## src/rtl/mux_rr_n_a_1.sv

```systemverilog
// mux_rr_n_a_1: N-to-1 registered mux with per-channel valid/ready handshake.
// Channels are picked either by a fixed selector or by a round-robin arbiter.
// The single output register accepts a new word whenever it is empty or
// being drained in the same cycle, so i_listo=1 gives one word per cycle.

// Per-channel grant cell: decides whether this channel wins the current load.
module mux_rr_n_a_1_canal #(
    parameter int N     = 4,
    parameter int SEL_W = 2,
    parameter int K     = 0
) (
    input  logic [N-1:0]     valido_i,
    input  logic [SEL_W-1:0] ptr_i,
    input  logic [SEL_W-1:0] sel_i,
    input  logic             modo_i,
    input  logic             carga_i,
    output logic             grant_o,
    output logic             listo_o
);
    int dk;

    // Round-robin: win if valid and no valid channel sits closer after ptr.
    always_comb begin
        dk      = 0;
        grant_o = 1'b0;
        if (!modo_i) begin
            // A selector >= N matches no channel, so it never grants.
            grant_o = valido_i[K] && (int'(sel_i) == K);
        end else begin
            dk      = (K + 2*N - int'(ptr_i) - 1) % N;
            grant_o = valido_i[K];
            for (int j = 0; j < N; j++) begin
                if (j != K && valido_i[j] &&
                    ((j + 2*N - int'(ptr_i) - 1) % N) < dk)
                    grant_o = 1'b0;
            end
        end
    end

    assign listo_o = carga_i & grant_o;
endmodule

module mux_rr_n_a_1 #(
    parameter  int N_CANALES = 4,
    parameter  int ANCHO     = 4,
    localparam int SEL_W     = $clog2(N_CANALES)
) (
    input  logic                         i_clk,
    input  logic                         i_rst_n,
    input  logic [N_CANALES*ANCHO-1:0]   i_Datos,
    input  logic [N_CANALES-1:0]         i_valido,
    output logic [N_CANALES-1:0]         o_listo,
    input  logic                         i_modo,
    input  logic [SEL_W-1:0]             i_sel,
    output logic [ANCHO-1:0]             o_datos,
    output logic                         o_valido,
    input  logic                         i_listo,
    output logic [SEL_W-1:0]             o_canal
);
    logic [ANCHO-1:0]     datos_q, datos_d;
    logic [SEL_W-1:0]     canal_q, canal_d;
    logic [SEL_W-1:0]     ptr_q, ptr_d;
    logic                 valido_q, valido_d;
    logic                 carga;
    logic                 carga_ok;
    logic [N_CANALES-1:0] grant;

    assign carga    = ~valido_q | i_listo;
    // Ready is forced low while reset is held, even though the register is empty.
    assign carga_ok = carga & i_rst_n;

    for (genvar k = 0; k < N_CANALES; k++) begin : g_canal
        mux_rr_n_a_1_canal #(
            .N     (N_CANALES),
            .SEL_W (SEL_W),
            .K     (k)
        ) u_canal (
            .valido_i (i_valido),
            .ptr_i    (ptr_q),
            .sel_i    (i_sel),
            .modo_i   (i_modo),
            .carga_i  (carga_ok),
            .grant_o  (grant[k]),
            .listo_o  (o_listo[k])
        );
    end

    // Next state of the output stage: load the granted word or go empty.
    always_comb begin
        datos_d  = datos_q;
        canal_d  = canal_q;
        valido_d = valido_q;
        ptr_d    = ptr_q;
        if (carga) begin
            valido_d = |grant;
            for (int k = 0; k < N_CANALES; k++) begin
                if (grant[k]) begin
                    datos_d = i_Datos[k*ANCHO +: ANCHO];
                    canal_d = SEL_W'(k);
                    if (i_modo)
                        ptr_d = SEL_W'(k);
                end
            end
        end
    end

    // Output register and round-robin pointer; ptr resets so channel 0 goes first.
    always_ff @(posedge i_clk or negedge i_rst_n) begin
        if (!i_rst_n) begin
            datos_q  <= '0;
            canal_q  <= '0;
            valido_q <= 1'b0;
            ptr_q    <= SEL_W'(N_CANALES - 1);
        end else begin
            datos_q  <= datos_d;
            canal_q  <= canal_d;
            valido_q <= valido_d;
            ptr_q    <= ptr_d;
        end
    end

    assign o_datos  = datos_q;
    assign o_canal  = canal_q;
    assign o_valido = valido_q;
endmodule
```

## config.mk

```make
export PLATFORM = sky130hd
export DESIGN_NAME = mux_rr_n_a_1
export DESIGN_NICKNAME = d
export VERILOG_FILES = /design/src/rtl/mux_rr_n_a_1.sv
export SDC_FILE = /design/constraint.sdc
export NUM_CORES = 1
export LEC_CHECK = 0
export ABC_CLOCK_PERIOD_IN_PS = 2900
export CORE_MARGIN = 2
export CORE_UTILIZATION = 41
export CTS_BUF_LIST = sky130_fd_sc_hd__clkbuf_4 sky130_fd_sc_hd__clkbuf_8
export DETAILED_ROUTE_END_ITERATION = 6
export GPL_TIMING_DRIVEN = 0
export PLACE_DENSITY = 0.9
export SLEW_MARGIN = 5
export SYNTH_ARGS = -nofsm -noshare
export SYNTH_HDL_FRONTEND = slang
export SYNTH_SLANG_ARGS = --single-unit
```

## constraint.sdc

```tcl
create_clock -name i_clk -period 2.9 [get_ports i_clk]
set_input_delay 0.29 -clock i_clk [delete_from_list [all_inputs] [get_ports i_clk]]
set_output_delay 0.29 -clock i_clk [all_outputs]
set_load 0.02 [all_outputs]
```

==> qor.yml, run 1 <==
grt_overflow: 0
io_buffer_count: 36
insertion_delay_ns: 0.26
syn_area_um2: 1000
fp.dieArea_um2: 2860
grt_pass1_wl_um: 4730
synth_top_flop_cell: "dfrtp_1"
die_w_um: 53.4
nets: 205
crit_fanout: 3
avgSynthCellArea_um2: 8.95
period_share_pct: 102
routabilityCongestion: 0.860
postLayoutCoreUtil_pct: 72.8
crit_type: "flip-flop to primary output"
skew_ns: 0.00483
cts-buffers-inserted: 3
placed_cells: 176
h-tree-depth: 1
antenna_found_initial: 0
rsz0062_at_grt: "yes"
synth_nets: 147
drc: 0
synthArstFlopShare_pct: 100
synthTopCellsByCount: "inv_1 (13), ha_1 (9), nand2_1 (8)"
cts_buffer_depth: 2
tightest_slew_ns: 0.809
slowest_delay_ns: 0.55
wl_per_cell_um: 16.3
multi_input_area_um2: 753
yosysTopAreaCellShare_pct: 17.5
setup_viol: 5
synthTopCellsByArea: "dfrtp_1 (17%), ha_1 (11%), dfstp_2 (5.2%)"
slowest_stage: "dfstp_2"
tns_ns: -0.157
fillers: 167
fp-row-count: 17
yosysWarnings: 0
vias_per_cell: 5.56
fin_crit_ns: 2.96
cts.clk_slew.worst_paths_ns: 0.06
power.leakage_uw: 0.000739
end_kind: "primary output"
diodes: 0
maxCapViolCount: 0
synthMostInstantiatedCell: "inv_1"
cts-root-buf: "clkbuf_4"
core_area_um2: 2250
hold_viol_final: 0
finalMaxSlewViolations: 0
path_cells: "inv_4 -> ha_4 -> xnor2_2 -> ha_1 -> or4b_4 -> nand4_1 -> a21oi_1 -> nor2_1 -> buf_6"
track_usage_pct: 22.8
start_util_pct: 44.5
worst_ep_arrival_time_ns: 2.67
drt_iter0_drc: 26
failed_checks: "negative setup slack"
hold_buffers: 0
power_density_nw_per_um2: 977
ys_types: 46
max_freq_mhz: 338
syn-instance-count: 112
grt_pass1_vias: 1059
cts_tree: "yes"
grt_max_degree: 11
vias: 1095
irDropWorstVdd_mv: 0.656
hold_class: "primary input to async pin"
seqCellArea_um2: 228
die_h_um: 53.4
fin_ws_ns: -0.0553
preCtsSetupSlack_ns: -0.593
synth_edf_count: 0
outcome: "finished with violations"
areaGrowthSynthToFinish_pct: 63.7
start_kind: "flip-flop"
crit_buf_inv: 2
crit_family: "simple AND/OR/NAND/NOR gates"
crit_required_ns: 2.61
drive_gt1_share_pct: 29.6
synth_top_cell_by_area: "dfrtp_1"
cts_sinks: 9
antenna_left: 0
slew_headroom_pct: 45.6
stdcell_count: 197
ys_ff_latch: 9
ioPinCount: 37
wl_um: 3220
first_pass_iters: 4
dp_hpwl_um: 2170
yosysSeqAreaShare_pct: 22.7
[final cells by class]
| class | instances | share of cell area, % |
|---|---|---|
| plain buffers | 4 | 2.06 |
| clock buffers | 4 | 1.83 |
| inverters | 13 | 3.28 |
| multi-input cells | 84 | 45.9 |
| flip-flops and latches | 9 | 13.9 |
| well taps | 28 | 2.14 |
| repair buffers | 55 | 30.9 |
[through the flow]
stage | total power (uW) | area (um2) | hold WS, ns
5_1_grt | 1700 | 1640 | 0.351
3_5_place_dp | 1090 | 1420 | 0.495
4_1_cts | 1450 | 1600 | 0.325
2_1_floorplan | 823 | 1020 | -0.00559
3_3_place_gp | 1050 | 1420 | 0.497
6_report | 1600 | 1640 | 0.337
[final timing paths]
kind                                   startpoint  depth (start not counted)                     end  slack, ns
hold reg to reg            o_canal[0]$_DFFE_PN0P_                          1  o_canal[0]$_DFFE_PN0P_       0.52
max in group asynchronous                 i_rst_n                          1               async pin       2.24
setup / recovery                        flip-flop                          9              o_listo[0]      -0.06
setup reg to reg                        flip-flop                         10  o_canal[0]$_DFFE_PN0P_      -0.05
min in group i_clk         o_canal[0]$_DFFE_PN0P_                          1  o_canal[0]$_DFFE_PN0P_       0.52
hold / removal                            i_rst_n                          1  o_canal[0]$_DFFE_PN0P_       0.34
[report_power, final]
| part | switching (uW) | leakage [uW] | internal, uW | total [uW] |
|---|---|---|---|---|
| Combinational | 571 | 0.000618 | 687 | 1260 |
| Sequential | 41.9 | 0.000103 | 200 | 242 |
| Clock | 41.2 | 0.0000184 | 62.2 | 103 |
| Total | 654 | 0.000739 | 949 | 1600 |
[metal layers]
| metal | up-vias | track usage (%) | part of all wire (%) |
|---|---|---|---|
| li1 | 521 | - | - |
| met1 | 511 | 27.4 | 40 |
| met2 | 53 | 40.1 | 54 |
| met3 | 10 | 3.39 | 4.5 |
| met4 | 0 | 8.97 | 1.8 |
| met5 | - | 0 | 0 |
[placed cells by master (no fill, tap or decap), drive strengths merged, types with 2 or more instances in the layout]
master	synthesis	layout
nand2b	2	2
mux2i	5	5
inv	13	13
ha	9	9
a211oi	2	2
dlygate4sd2	0	2
dfrtp	7	7
nor3	2	2
o31ai	2	2
buf	5	24
clkdlybuf4s50	0	32
o211ai	5	5
xnor2	2	2
nor2	3	3
nand3	6	6
nand2	8	8
nor2b	4	4
a32o	4	4
clkbuf	1	5
dfstp	2	2
a21oi	7	7
[logic make-up after synthesis]
family	after synthesis	synth area share, %
and+or+nand+nor	35	20.5
DFF	9	22.7
adders and majority gates	9	11.2
AOI/OAI and AO/OA	31	28.2
buffers and inverters	19	8.74
muxes	6	6.49
other	1	0.374
xor gates and xnor gates	2	1.75
[what timing repair did]
| action | 4_1_cts | 5_1_grt |
|---|---|---|
| setup endpoints to repair | 11 | 9 |
| gates resized for setup | 24 | 5 |
| pin swaps | 13 | 11 |
| buffers inserted | 16 | 3 |
No activity file was read; power rests on OpenSTA's default activity.
==> run 2, diff against run 1 <==
--- a/config.mk
+++ b/config.mk
@@ -10,6 +10,7 @@
 export CORE_UTILIZATION = 41
 export CTS_BUF_LIST = sky130_fd_sc_hd__clkbuf_4 sky130_fd_sc_hd__clkbuf_8
 export DETAILED_ROUTE_END_ITERATION = 6
+export GPL_ROUTABILITY_DRIVEN = 0
 export GPL_TIMING_DRIVEN = 0
 export PLACE_DENSITY = 0.9
 export SLEW_MARGIN = 5
==> results of run 2 <==
Final layout, timing and power as in run 1 (identical DEF).
